$ cat config.mk
export PLATFORM = sky130hd
export DESIGN_NAME = button_debouncer
export DESIGN_NICKNAME = d
export VERILOG_FILES = /design/src/rtl/button_debouncer_channel.sv /design/src/rtl/button_debouncer.sv
export SDC_FILE = /design/constraint.sdc
export NUM_CORES = 1
export LEC_CHECK = 0
export BUFFER_PORTS_ARGS = -buffer_cell sky130_fd_sc_hd__buf_2
export CORE_AREA = 2 2 54 76
export DETAILED_ROUTE_END_ITERATION = 6
export DIE_AREA = 0 0 56 78
export PLACE_DENSITY = 0.75
export SLEW_MARGIN = 20
export SYNTH_ARGS = -nofsm -noshare
export SYNTH_HDL_FRONTEND = slang
export SYNTH_SLANG_ARGS = --single-unit
export TNS_END_PERCENT = 50
$ cat constraint.sdc
create_clock -name clock -period 1.8 [get_ports clock]
set_input_delay 0 -clock clock [delete_from_list [all_inputs] [get_ports clock]]
set_output_delay 0 -clock clock [all_outputs]
set_load 0.05 [all_outputs]
$ cat src/rtl/button_debouncer_channel.sv
`default_nettype none
// ============================================================================
// Module      : button_debouncer_channel
// Description : One button channel. Polarity normalisation, two-flop
//               synchronizer, stability counter, debounced level and
//               one-cycle press/release pulses.
// Revision    : 1.0 - initial release
// ============================================================================
module button_debouncer_channel #(
    parameter int DEBOUNCE_CYCLES = 120000,
    parameter int COUNTER_WIDTH   = 17,
    parameter bit ACTIVE_LEVEL    = 1'b1
) (
    input  logic clk,
    input  logic rst,
    input  logic i_button,
    output logic o_level,
    output logic o_pressed,
    output logic o_released
);

    // A raw level of ACTIVE_LEVEL maps to 1 (pressed) after normalisation.
    localparam logic                     c_invert = ~ACTIVE_LEVEL;
    localparam logic [COUNTER_WIDTH-1:0] c_last   = COUNTER_WIDTH'(DEBOUNCE_CYCLES - 1);
    localparam logic [COUNTER_WIDTH-1:0] c_one    = COUNTER_WIDTH'(1);

    // Declaration values match the reset values so reset may be tied low.
    logic                     r_sync1    = 1'b0;
    logic                     r_sync2    = 1'b0;
    logic                     r_stable   = 1'b0;
    logic                     r_pressed  = 1'b0;
    logic                     r_released = 1'b0;
    logic [COUNTER_WIDTH-1:0] r_count    = '0;
    logic                     w_level;

    assign w_level = i_button ^ c_invert;

    // Bring the normalised button level into the clock domain.
    always_ff @(posedge clk or posedge rst) begin
        if (rst) begin
            r_sync1 <= 1'b0;
            r_sync2 <= 1'b0;
        end else begin
            r_sync1 <= w_level;
            r_sync2 <= r_sync1;
        end
    end

    // Accept a new level only after it has differed from the current one for
    // DEBOUNCE_CYCLES consecutive cycles; any return to the old level restarts.
    always_ff @(posedge clk or posedge rst) begin
        if (rst) begin
            r_stable   <= 1'b0;
            r_count    <= '0;
            r_pressed  <= 1'b0;
            r_released <= 1'b0;
        end else begin
            r_pressed  <= 1'b0;
            r_released <= 1'b0;
            if (r_sync2 == r_stable) begin
                r_count <= '0;
            end else if (r_count == c_last) begin
                r_stable   <= r_sync2;
                r_count    <= '0;
                r_pressed  <= r_sync2;
                r_released <= ~r_sync2;
            end else begin
                r_count <= r_count + c_one;
            end
        end
    end

    assign o_level    = r_stable;
    assign o_pressed  = r_pressed;
    assign o_released = r_released;

endmodule
`default_nettype wire

$ cat src/rtl/button_debouncer.sv
`default_nettype none
// ============================================================================
// Module      : button_debouncer
// Description : Board-level push-button conditioner. NUM_INPUTS independent
//               channels, each synchronized and debounced, giving clean
//               active-high levels plus press/release pulses.
// Revision    : 1.0 - initial release
// ============================================================================
module button_debouncer #(
    parameter int CLOCK_FREQUENCY  = 12000000,
    parameter int DEBOUNCE_TIME_US = 10000,
    parameter int NUM_INPUTS       = 2,
    parameter int ACTIVE_LEVEL     = 1
) (
    input  logic                  clock,
    input  logic                  reset,
    input  logic [NUM_INPUTS-1:0] button_in,
    output logic [NUM_INPUTS-1:0] button_out,
    output logic [NUM_INPUTS-1:0] button_pressed,
    output logic [NUM_INPUTS-1:0] button_released
);

    // A zero-length debounce window degenerates to a one-cycle filter.
    localparam int DEBOUNCE_RAW    = (CLOCK_FREQUENCY / 1000000) * DEBOUNCE_TIME_US;
    localparam int DEBOUNCE_CYCLES = (DEBOUNCE_RAW == 0) ? 1 : DEBOUNCE_RAW;
    localparam int COUNTER_WIDTH   = $clog2(DEBOUNCE_CYCLES + 1);
    localparam bit c_active_high   = (ACTIVE_LEVEL != 0);

    // One fully independent debouncer per button.
    generate
        for (genvar gi = 0; gi < NUM_INPUTS; gi++) begin : g_channel
            button_debouncer_channel #(
                .DEBOUNCE_CYCLES (DEBOUNCE_CYCLES),
                .COUNTER_WIDTH   (COUNTER_WIDTH),
                .ACTIVE_LEVEL    (c_active_high)
            ) u_channel (
                .clk        (clock),
                .rst        (reset),
                .i_button   (button_in[gi]),
                .o_level    (button_out[gi]),
                .o_pressed  (button_pressed[gi]),
                .o_released (button_released[gi])
            );
        end
    endgenerate

endmodule
`default_nettype wire

==> Yosys cells after proc, flatten, opt, wreduce, memory -nomap -nowiden <==
Cells that the tools add are included.
{ "classes": {"bitwise_logic": 4, "n_addsub": 2, "eq_ne": 4, "reduce_logical": 2, "n_mux": 12} }
{ "ops": {"columns": ["operator", "n"], "rows": [
  ["$mux W17", 4],
  ["$add A17 B1 Y17 const B", 2],
  ["$eq A17 B17 Y1 const B", 2],
  ["$mux W1", 8],
  ["$not A1 Y1", 4],
  ["$reduce_and A2 Y1", 2],
  ["$eq A1 B1 Y1", 2]
]} }
{ "word_totals": {"reg_bits": 44, "output_inout_bits": 6, "input_bits": 4} }

==> Longest topological paths before layout <==
Gate-level depths: netlist (run 1).
{ "logic_depth": {"depth_word": 3, "depth_mapped": 7} }

==> By module <==
From an unflattened synthesis (run 1), not the netlist that was laid out.
{ "hier_totals": {"cells_unflattened": 192, "hier_area_um2": 2099.5} }
{ "modules_own_cells": {"columns": ["mod", "seq_area_each_um2", "cells_per_inst", "area_each_um2", "instances"], "rows": [
  ["button_debouncer_channel", 550.5, 96, 1049.8, 2]
]} }

==> Worst setup path after synthesis (run 1) <==
No wires, ideal clock.
{ "synth_path": {"kind": "register -> register", "startpoint": "register g_channel[1].u_channel.r_count[0]", "endpoint": "register g_channel[1].u_channel.r_count[10]", "t_arrival_ns": 1.501, "stages_incl_launch_ff": 8, "setup_ns": 0.121, "slack_ns": 0.178, "cell_sequence": "dfrtp_1 -> ha_1 -> nand4_1 -> nor2_1 -> a31o_2 -> buf_2 -> buf_2 -> nor2_1"} }
{ "synth_between": {"elab_chain_len": 3, "elab_cells_between_ends": 4, "cone_classes": "add/sub: 1; eq/ne: 1; mux: 2"} }
{ "synth_lines": {"columns": ["item", "line", "rtl"], "rows": [
  ["from (decl)", "button_debouncer_channel.sv:33", "logic [COUNTER_WIDTH-1:0] r_count = '0;"],
  ["from (signal assigned)", "button_debouncer_channel.sv:68", "r_count <= r_count + c_one;"],
  ["$add A17 B1 Y17 or $eq A17 B17 Y1 (tied branches)", "button_debouncer_channel.sv:68, button_debouncer_channel.sv:62", null],
  ["$mux W17 *", "button_debouncer_channel.sv:62", "end else if (r_count == c_last) begin"],
  ["$mux W17 *", "button_debouncer_channel.sv:60", "if (r_sync2 == r_stable) begin"]
]} }
Mark *: on every way between the ends. The rest lies on a longest branch, timed or not.
A chain may end at the register's enable or synchronous reset.

==> Worst setup path after layout (run 1) <==
{ "layout_path": {"startpoint": "register g_channel[0].u_channel.r_count[0]", "endpoint": "register g_channel[0].u_channel.r_stable"} }
{ "layout_between": {"elab_chain_len": 2} }
{ "layout_lines": {"columns": ["item", "line", "rtl"], "rows": [
  ["from (decl)", "button_debouncer_channel.sv:33", null],
  ["from (signal assigned)", "button_debouncer_channel.sv:68", null],
  ["$eq A17 B17 Y1", "button_debouncer_channel.sv:62", null],
  ["$reduce_and A2 Y1 (no source line)", null, null],
  ["to (signal assigned)", "button_debouncer_channel.sv:63", "r_stable <= r_sync2;"],
  ["to (decl)", "button_debouncer_channel.sv:30", "logic r_stable = 1'b0;"]
]} }
Every way passes these cells.

==> results of run 1 <==
## worst register-to-register path: stages, from the launching register on
cell,delay [ns]
dfrtp_1,0.42
ha_1,0.23
nand4_1,0.28
nor2_2,0.24
nand3_1,0.15
mux2_2,0.31
## Yosys cell counts
master     number
dfrtp_1        44
nor2_1         36
xnor2_1        18
nand3_1        13
nand4_1        12
xor2_1         12
nor4_1         10
nand2_1         9
inv_1           7
buf_4           6
buf_2           5
nor3b_1         5
and3_1          4
or3_1           4
nor3_1          3
a21oi_1         2
a31o_2          2
and4_1          2
clkbuf_1        2
ha_1            2
mux2_2          2
and2_1          1
nand4_4         1
nand4b_1        1
nand4bb_1       1
o21ai_0         1
o31ai_1         1
or2_0           1
or4_1           1
## worst max-delay path by stage
stage / start / endpoint / slack [ns] / cells after the start
4_1_cts: g_channel[0].u_channel.r_count[0]$_DFF_PP0_ / g_channel[0].u_channel.r_count[2]$_DFF_PP0_ / 0.05 / 5
6_report: g_channel[0].u_channel.r_count[0]$_DFF_PP0_ / g_channel[0].u_channel.o_level$_DFFE_PP0P_ / 0.07 / 5
2_1_floorplan: g_channel[1].u_channel.r_count[0]$_DFF_PP0_ / g_channel[1].u_channel.r_count[10]$_DFF_PP0_ / 0.18 / 7
5_1_grt: g_channel[0].u_channel.r_count[0]$_DFF_PP0_ / g_channel[0].u_channel.o_level$_DFFE_PP0P_ / -0.06 / 5
3_3_place_gp: g_channel[1].u_channel.r_count[0]$_DFF_PP0_ / g_channel[1].u_channel.r_count[16]$_DFF_PP0_ / 0.10 / 5
3_5_place_dp: g_channel[1].u_channel.r_count[0]$_DFF_PP0_ / g_channel[1].u_channel.r_count[7]$_DFF_PP0_ / 0.06 / 5
## cells by family after synthesis
logic type | after synthesis | share of synthesized area (%)
AO/OA/AOI/OAI | 6 | 1.899
XOR/XNOR | 30 | 12.46
adder cells (fa/ha/maj) | 2 | 1.187
buffers and inverters | 20 | 4.926
flip-flops | 44 | 52.23
multiplexers | 2 | 1.068
AND/OR/NAND/NOR | 104 | 26.23
## timing repair
item / CTS / global route
endpoints found under the setup margin: 0 / 36
hold buffers: 3 / 0
gates resized for setup: 0 / 4
hold endpoints to repair: 46 / 0
## flip-flops by register name (all words and copies together) (netlist names)
signal	cells
g_channel.u_channel.r_sync2	2
g_channel.u_channel.r_count	34
g_channel.u_channel.o_pressed	2
g_channel.u_channel.o_level	2
g_channel.u_channel.r_sync1	2
g_channel.u_channel.o_released	2
## routing by layer
layer / global-route usage (%) / vias up
li1: - / 720
met1: 21.08 / 744
met2: 34.47 / 28
met3: 4.333 / 11
met4: 9.524 / 0
met5: 0 / -
## power by group through the flow
| stage | Clock [mW] | Combinational (mW) | Sequential, mW |
|---|---|---|---|
| 3_5_place_dp | 0 | 0.0614 | 1.04 |
| 3_3_place_gp | 0 | 0.0588 | 1.04 |
| 6_report | 0.798 | 0.0675 | 1.02 |
| 4_1_cts | 0.817 | 0.0669 | 1.02 |
| 5_1_grt | 0.852 | 0.0786 | 1.02 |
| 2_1_floorplan | 0 | 0.0514 | 1.03 |
## metrics by stage
stage          util [%]  total power [mW]  setup slack (ns)  std cells
4_1_cts           62.91             1.903           0.04565        258
5_1_grt           63.53             1.953          -0.06171        258
6_report          63.53             1.885           0.06834        258
2_1_floorplan         -             1.085            0.1782        208
3_5_place_dp      58.62             1.101           0.05595        247
3_3_place_gp      58.62             1.096            0.1023        247
## layout make-up
type | instances | area, um2
Clock buffer | 7 | 96.34
Fill cell | 281 | 1329
Sequential cell | 44 | 1101
Timing Repair Buffer | 13 | 82.58
Multi-Input combinational cell | 144 | 925.9
Clock inverter | 1 | 30.03
Tap cell | 42 | 52.55
Inverter | 7 | 26.28
==> flow_metrics.py, run 1 <==
metrics = {
    "run_status": {
        "status": "finished, final reports clean",
    },
    "global_routing": {
        "grt_pass1_wl_um": 6665,
        "antenna_found_initial": 0,
        "grt_max_degree": 45,
        "overflow": 0,
        "grtUsageTotal_pct": 19.28,
        "grt_pass1_vias": 1543,
    },
    "floorplan": {
        "io_pins": 10,
        "dieArea_mm2": 0.004368,
        "fp.coreArea_mm2": 0.003643,
        "die_h_um": 78,
        "fp.dieW_um": 56,
        "initial_utilization_pct": 57.86,
        "row_count": 26,
    },
    "placement": {
        "place_hpwl_um": 2594,
        "port_buffers": 9,
        "postPlaceCellArea_mm2": 0.002136,
        "gp_congestion": 0.8271,
    },
    "setup_path": {
        "max_stage_delay_ns": 0.42,
        "crit_arrival_ns": 1.91,
        "crit_type": "reg2reg",
        "regToRegEndpoint": "g_channel[0].u_channel.o_level$_DFFE_PP0P_",
        "end_kind": "flip-flop",
        "critPathTopFamily": "simple AND/OR/NAND/NOR gates",
        "slowest_stage": "dfrtp_1",
        "cp_cell_sequence": "ha_1 -> nand4_1 -> nor2_2 -> nand3_1 -> mux2_2",
        "startpoint_type": "flip-flop",
        "rrSetupSlack_ns": 0.07,
        "crit_buf_inv": 0,
        "cp_max_fo": 7,
        "rr_startpoint": "g_channel[0].u_channel.r_count[0]$_DFF_PP0_",
        "r2r_cells": 5,
        "cp.required_ns": 1.98,
    },
    "sta": {
        "slew_violations": 0,
        "finalSetupViolations": 0,
        "max_freq_ghz": 0.5775,
        "hold_violations": 0,
        "rsz0062_at_grt": "yes",
        "fin_crit_sh_pct": 96.20,
        "hold_ws_ns": 0.3481,
        "period_minus_slack_ns": 1.732,
        "slew_headroom_pct": 64.24,
        "worst_slew_pin_slew_ns": 0.5364,
        "fin_worst_skew_ns": 0.009067,
        "fin_setup_tns_ns": 0,
    },
    "logic_synthesis": {
        "synth_area_leader_cell": "dfrtp_1",
        "synth_seq_cells": 44,
        "yosys-top-cells-area": "dfrtp_1 52%, xnor2_1 7.5%, nor2_1 6.4%",
        "synth_cell_type_count": 29,
        "ys_warn_count": 0,
        "syn_inst": 208,
        "syn_area_mm2": 0.002108,
        "synth-seq-area-share_pct": 52.23,
        "syn_avg_cell_area_um2": 10.14,
        "synth_top_area_share_pct": 52.23,
        "syn_nets": 214,
    },
    "route": {
        "ant_nets": 0,
        "highest_layer": "met4",
        "routedLengthMet1_um": 1466,
        "drt_iter0_markers": 86,
        "wl_um": 3775,
        "wl_met3_um": 123,
        "wl_met2_um": 2109,
        "vias_per_cell": 5.826,
        "drc_errors": 0,
        "avgRoutedWirePerCell_um": 14.63,
        "firstDrtPassIters": 4,
        "routed-via-count": 1503,
    },
    "cells_and_area": {
        "layout_common_cells": "44 x dfrtp_1, 34 x nor2_1, 18 x xnor2_1",
        "final_common_cell": "dfrtp_1",
        "area_growth_pct": 9.792,
        "final_area_mm2": 0.002315,
        "nets": 221,
        "antenna-diode-count": 0,
        "drive_gt1_share_pct": 11.57,
    },
    "cts": {
        "clock-sinks": 44,
        "post_cts_buffers": 0,
        "clk_pin_slew_worst_paths_ns": 0.08,
        "cts_buffers": 5,
        "cts_root_buf": "clkbuf_8",
        "clock_path_buffers": 2,
        "clkLatencyLatePin_ns": 0.29,
        "h-tree-depth": 2,
        "tritoncts": "done",
    },
    "power_and_ir_drop": {
        "pwr-share-clk_pct": 42.3,
        "pwr-share-seq_pct": 54.1,
        "p_int_mw": 1.517,
        "p_leak_nw": 0.9785,
        "p_per_area_mw_per_mm2": 814.5,
        "p_comb_share_pct": 3.6,
        "p_sw_uw": 368.6,
        "ir_drop_v": 0.0007194,
        "p_sw_share_pct": 19.55,
    },
    "worst_hold_path": {
        "hp-start": "button_in[1]",
        "hold_depth": 2,
        "worst_hold_path.endpoint": "g_channel[1].u_channel.r_sync1$_DFF_PP0_",
        "hold_class": "in2reg",
    },
    "flow_run": {
        "drv_cap": 0,
    },
}
Note: power is estimated with default switching activity, not from simulation.
==> inputs of run 2 (changes only) <==
--- a/config.mk
+++ b/config.mk
@@ -5,7 +5,7 @@
 export SDC_FILE = /design/constraint.sdc
 export NUM_CORES = 1
 export LEC_CHECK = 0
-export BUFFER_PORTS_ARGS = -buffer_cell sky130_fd_sc_hd__buf_2
+export BUFFER_PORTS_ARGS = -buffer_cell sky130_fd_sc_hd__buf_4
 export CORE_AREA = 2 2 54 76
 export DETAILED_ROUTE_END_ITERATION = 6
 export DIE_AREA = 0 0 56 78
==> constraint.sdc (replaced) <==
create_clock -name clock -period 1.95 [get_ports clock]
set_input_delay 0 -clock clock [delete_from_list [all_inputs] [get_ports clock]]
set_output_delay 0 -clock clock [all_outputs]
set_load 0.05 [all_outputs]
==> run 2 against run 1 <==
  * Non-clock buffer count is the same
  * Clock power shrank 15%
  * Sequential share of layout area is 0.13 points higher
  * Power fell by 11%
  * Combinational power is 7.0% lower
  * First-iteration DRC count decreased by 23%
  * Final area shrank 0.27%
  * Highest routed layer unchanged
  * Worst setup slack gained 0.10 ns
  * Register-to-register slack gained 0.10 ns
  * Flip-flop and latch count is the same
==> flow_metrics.py, run 2 (synthesized netlist as in run 1, its figures left out) <==
metrics = {
    "route": {
        "firstDrtPassIters": 4,
        "drt_iter0_markers": 66,
        "wl_um": 3737,
        "avgRoutedWirePerCell_um": 14.48,
        "ant_nets": 0,
        "wl_met3_um": 119,
        "routed-via-count": 1473,
        "vias_per_cell": 5.709,
        "drc_errors": 0,
        "routedLengthMet1_um": 1473,
        "highest_layer": "met4",
        "wl_met2_um": 2066,
    },
    "cts": {
        "cts_root_buf": "clkbuf_8",
        "tritoncts": "done",
        "clk_pin_slew_worst_paths_ns": 0.08,
        "h-tree-depth": 2,
        "clock_path_buffers": 2,
        "cts_buffers": 5,
        "clkLatencyLatePin_ns": 0.29,
        "clock-sinks": 44,
    },
    "setup_path": {
        "crit_type": "reg2reg",
        "regToRegEndpoint": "g_channel[1].u_channel.o_level$_DFFE_PP0P_",
        "rr_startpoint": "g_channel[1].u_channel.r_count[0]$_DFF_PP0_",
        "end_kind": "flip-flop",
        "crit_path_start": "g_channel[1].u_channel.r_count[0]$_DFF_PP0_",
        "r2r_cells": 5,
        "cp-endpoint": "g_channel[1].u_channel.o_level$_DFFE_PP0P_",
        "cp.required_ns": 2.13,
        "cp_max_fo": 5,
        "crit_arrival_ns": 1.96,
        "rrSetupSlack_ns": 0.17,
        "startpoint_type": "flip-flop",
    },
    "floorplan": {
        "die_h_um": 78,
        "io_pins": 10,
        "initial_utilization_pct": 57.86,
        "fp.dieW_um": 56,
        "dieArea_mm2": 0.004368,
        "row_count": 26,
        "fp.coreArea_mm2": 0.003643,
    },
    "placement": {
        "port_buffers": 9,
        "place_hpwl_um": 2616,
        "gp_congestion": 0.8422,
    },
    "cells_and_area": {
        "antenna-diode-count": 0,
        "layout_common_cells": "44 x dfrtp_1, 36 x nor2_1, 18 x xnor2_1",
        "drive_gt1_share_pct": 10.65,
        "nets": 221,
        "largest_register_ffs": 34,
        "area_growth_pct": 9.495,
        "largest_register": "g_channel.u_channel.r_count",
        "final_common_cell": "dfrtp_1",
    },
    "power_and_ir_drop": {
        "pwr-share-clk_pct": 40.3,
        "p_int_mw": 1.328,
        "p_sw_uw": 354.4,
        "p_comb_share_pct": 3.7,
        "p_leak_nw": 0.9671,
        "ir_drop_v": 0.0006237,
        "p_per_area_mw_per_mm2": 728.8,
        "fin_total_pwr_mw": 1.682,
        "p_sw_share_pct": 21.07,
        "pwr-share-seq_pct": 55.9,
    },
    "sta": {
        "fin_crit_sh_pct": 91.20,
        "worst_slew_pin_slew_ns": 0.5340,
        "slew_headroom_pct": 64.40,
        "rsz0062_at_grt": "no",
        "period_minus_slack_ns": 1.778,
        "finalSetupViolations": 0,
        "fin_worst_skew_ns": 0.006673,
        "max_freq_ghz": 0.5623,
        "hold_violations": 0,
        "slew_violations": 0,
        "fin_setup_tns_ns": 0,
    },
    "run_status": {
        "status": "finished, final reports clean",
    },
    "flow_run": {
        "drv_cap": 0,
    },
    "global_routing": {
        "grt_pass1_wl_um": 6727,
        "antenna_found_initial": 0,
        "overflow": 0,
        "grtUsageTotal_pct": 19.52,
        "grt_pass1_vias": 1566,
        "grt_max_degree": 45,
    },
    "worst_hold_path": {
        "hold_class": "reg2reg",
    },
}
run 2: layout make-up:
type	instances	area, um2
sequential	44	1101
timing repair buffer	13	105.1
clock inverter	3	42.54
tap	42	52.55
inverter	7	26.28
fill	303	1335
clock buffer	5	68.82
multi-input combinational	144	912.1
run 2: how the worst min path moves through the flow:
stage / from / end / cells past startpoint
after floorplan: button_in[0] / g_channel[0].u_channel.r_sync1$_DFF_PP0_ / 0
after global placement: button_in[1] / g_channel[1].u_channel.r_sync1$_DFF_PP0_ / 1
after detailed placement: button_in[0] / g_channel[0].u_channel.r_sync1$_DFF_PP0_ / 1
after CTS: button_in[1] / g_channel[1].u_channel.r_sync1$_DFF_PP0_ / 2
after global routing: button_in[1] / g_channel[1].u_channel.r_sync1$_DFF_PP0_ / 2
final: g_channel[0].u_channel.r_sync1$_DFF_PP0_ / g_channel[0].u_channel.r_sync2$_DFF_PP0_ / 0
run 2: what timing repair did:
action	4_1_cts	5_1_grt
resized for setup	0	1
setup endpoints to repair	0	14
hold buffers	3	0
hold endpoints to repair	46	0
setup buffers	0	0
run 2: per-stage QoR:
stage                     instance area, um2  hold WS [ns]  cells  setup WS, ns  utilization [%]
final                                   2308        0.3517    258        0.1715            63.36
after global placement                  2158        0.1097    247        0.2504            59.24
after floorplan                         2108       0.03143    208        0.3282                -
after CTS                               2300        0.3414    258        0.1585            63.12
after global routing                    2308        0.3511    258      0.003269            63.36
after detailed placement                2158        0.1111    247        0.1726            59.24
run 2: power groups by stage:
stage | Clock, mW | Sequential (mW) | Combinational, mW
floorplan | 0 | 0.954 | 0.0474
global placement | 0 | 0.958 | 0.0562
detailed placement | 0 | 0.959 | 0.0585
CTS | 0.705 | 0.941 | 0.0638
global route | 0.732 | 0.944 | 0.0736
finish | 0.679 | 0.941 | 0.0628
run 2: critical path: stages (launching register included):
cell and delay [ns]:
dfrtp_1 0.42, ha_1 0.25, nand4_1 0.21, nor2_1 0.30, nand3_1 0.19, mux2_2 0.31
run 2: routing by layer:
metal,up-vias,global-route usage (%)
met5,-,0
met4,0,9.524
met3,8,4.667
met2,31,35.41
met1,712,20.73
li1,722,-
==> inputs of run 3 (changes only) <==
--- a/config.mk
+++ b/config.mk
@@ -10,6 +10,7 @@
 export DETAILED_ROUTE_END_ITERATION = 6
 export DIE_AREA = 0 0 56 78
 export PLACE_DENSITY = 0.75
+export RECOVER_POWER = 50
 export SLEW_MARGIN = 20
 export SYNTH_ARGS = -nofsm -noshare
 export SYNTH_HDL_FRONTEND = slang
==> run 3 against run 2 <==
  * Routed wire length is 0.40% lower
  * First-iteration DRC count stayed put
  * Count of clock-buffer cells in the layout stayed put
  * Power hardly changed
  * Largest power group unchanged
  * Final area is 0.43% lower
  * Final cell count stayed put
  * Flip-flop and latch count stayed put
  * Critical endpoint unchanged
  * Highest routed layer unchanged
  * Register-to-register slack hardly changed
==> flow_metrics.py, run 3 (synthesized netlist as in run 1, its figures left out) <==
metrics = {
    "setup_path": {
        "cp_max_fo": 5,
        "crit_arrival_ns": 1.96,
        "r2r_cells": 5,
        "rr_startpoint": "g_channel[1].u_channel.r_count[0]$_DFF_PP0_",
        "rrSetupSlack_ns": 0.17,
        "crit_type": "reg2reg",
        "crit_path_start": "g_channel[1].u_channel.r_count[0]$_DFF_PP0_",
        "cp.required_ns": 2.13,
        "startpoint_type": "flip-flop",
        "regToRegEndpoint": "g_channel[1].u_channel.o_level$_DFFE_PP0P_",
        "cp-endpoint": "g_channel[1].u_channel.o_level$_DFFE_PP0P_",
        "end_kind": "flip-flop",
    },
    "floorplan": {
        "row_count": 26,
        "fp.dieW_um": 56,
        "die_h_um": 78,
        "initial_utilization_pct": 57.86,
        "dieArea_mm2": 0.004368,
        "io_pins": 10,
        "fp.coreArea_mm2": 0.003643,
    },
    "worst_hold_path": {
        "hp-start": "g_channel[0].u_channel.r_sync1$_DFF_PP0_",
        "hold_class": "reg2reg",
    },
    "route": {
        "vias_per_cell": 5.690,
        "wl_um": 3722,
        "avgRoutedWirePerCell_um": 14.43,
        "routed-via-count": 1468,
        "drt_iter0_markers": 66,
        "drc_errors": 0,
        "ant_nets": 0,
        "firstDrtPassIters": 4,
    },
    "power_and_ir_drop": {
        "p_per_area_mw_per_mm2": 731.4,
        "p_leak_nw": 0.9573,
        "ir_drop_v": 0.0006202,
        "fin_total_pwr_mw": 1.681,
    },
    "run_status": {
        "status": "finished, final reports clean",
    },
    "sta": {
        "slew_violations": 0,
        "hold_ws_ns": 0.3516,
        "period_minus_slack_ns": 1.781,
        "setup_ws_ns": 0.1686,
        "rsz0062_at_grt": "no",
        "hold_violations": 0,
        "finalSetupViolations": 0,
        "slew_headroom_pct": 30.22,
        "fin_worst_skew_ns": 0.006646,
        "fin_setup_tns_ns": 0,
        "worst_slew_pin_slew_ns": 1.047,
        "fin_crit_sh_pct": 91.35,
        "max_freq_ghz": 0.5614,
    },
    "cells_and_area": {
        "layout_common_cells": "44 x dfrtp_1, 36 x nor2_1, 18 x xnor2_1",
        "final_area_mm2": 0.002298,
        "drive_gt1_share_pct": 9.722,
        "nets": 221,
        "largest_register": "g_channel.u_channel.r_count",
        "final_common_cell": "dfrtp_1",
        "largest_register_ffs": 34,
        "area_growth_pct": 9.021,
        "antenna-diode-count": 0,
    },
    "placement": {
        "postPlaceCellArea_mm2": 0.002158,
        "preCtsSetupSlack_ns": 0.1726,
        "place_hpwl_um": 2616,
        "port_buffers": 9,
        "gp_congestion": 0.8422,
    },
    "global_routing": {
        "antenna_found_initial": 0,
        "overflow": 0,
        "grt_pass1_vias": 1566,
        "grtUsageTotal_pct": 19.52,
        "grt_max_degree": 45,
        "grt_pass1_wl_um": 6727,
    },
    "flow_run": {
        "drv_cap": 0,
    },
    "cts": {
        "post_cts_buffers": 0,
        "clock-sinks": 44,
        "cts_root_buf": "clkbuf_8",
        "cts_buffers": 5,
        "clock_path_buffers": 2,
        "clk_pin_slew_worst_paths_ns": 0.08,
        "clkLatencyLatePin_ns": 0.29,
        "tritoncts": "done",
        "h-tree-depth": 2,
    },
}
[run 3: worst min-delay path by stage]
| stage | to | slack (ns) | depth (start not counted) |
|---|---|---|---|
| finish | g_channel[0].u_channel.r_sync2$_DFF_PP0_ | 0.35 | 0 |
| global route | g_channel[1].u_channel.r_sync2$_DFF_PP0_ | 0.36 | 0 |
| CTS | g_channel[1].u_channel.r_sync1$_DFF_PP0_ | 0.34 | 2 |
| detailed placement | g_channel[0].u_channel.r_sync1$_DFF_PP0_ | 0.11 | 1 |
| global placement | g_channel[1].u_channel.r_sync1$_DFF_PP0_ | 0.11 | 1 |
| floorplan | g_channel[0].u_channel.r_sync1$_DFF_PP0_ | 0.03 | 0 |
[run 3: power by group]
| part | switching, mW | total (mW) | internal, mW | leakage, nW |
|---|---|---|---|---|
| registers | 0.0150 | 0.941 | 0.926 | 0.601 |
| logic | 0.0392 | 0.0617 | 0.0225 | 0.303 |
| clock network | 0.300 | 0.679 | 0.379 | 0.0541 |
| total | 0.354 | 1.68 | 1.33 | 0.957 |
[run 3: timing repair]
action,CTS,global route
setup endpoints to repair,0,14
hold buffers,3,0
gates resized for setup,0,1
endpoints found under the hold margin,46,0
[run 3: cell type report]
cell class                 count  area, um2
multi-input combinational    144      912.1
fill                         301       1345
clock buffer                   5      68.82
clock inverter                 3      42.54
sequential                    44       1101
timing repair buffer          13      95.09
tap                           42      52.55
inverter                       7      26.28
[run 3: critical path: stages, from the launching register on]
cell and delay (ns):
dfrtp_1 0.42, ha_1 0.25, nand4_1 0.21, nor2_1 0.30, nand3_1 0.19, mux2_2 0.31
[run 3: metrics by stage]
step / instances / utilization (%)
global route: 258 / 63.08
floorplan: 208 / -
detailed placement: 247 / 59.24
CTS: 258 / 63.12
finish: 258 / 63.08
global placement: 247 / 59.24
[run 3: metal layers]
| metal | global-route usage (%) | vias up | wire, um |
|---|---|---|---|
| met5 | 0 | - | 0 |
| met4 | 9.524 | 0 | 77 |
| met3 | 4.667 | 8 | 120 |
| met2 | 35.41 | 35 | 2054 |
| met1 | 20.73 | 703 | 1471 |
| li1 | - | 722 | - |
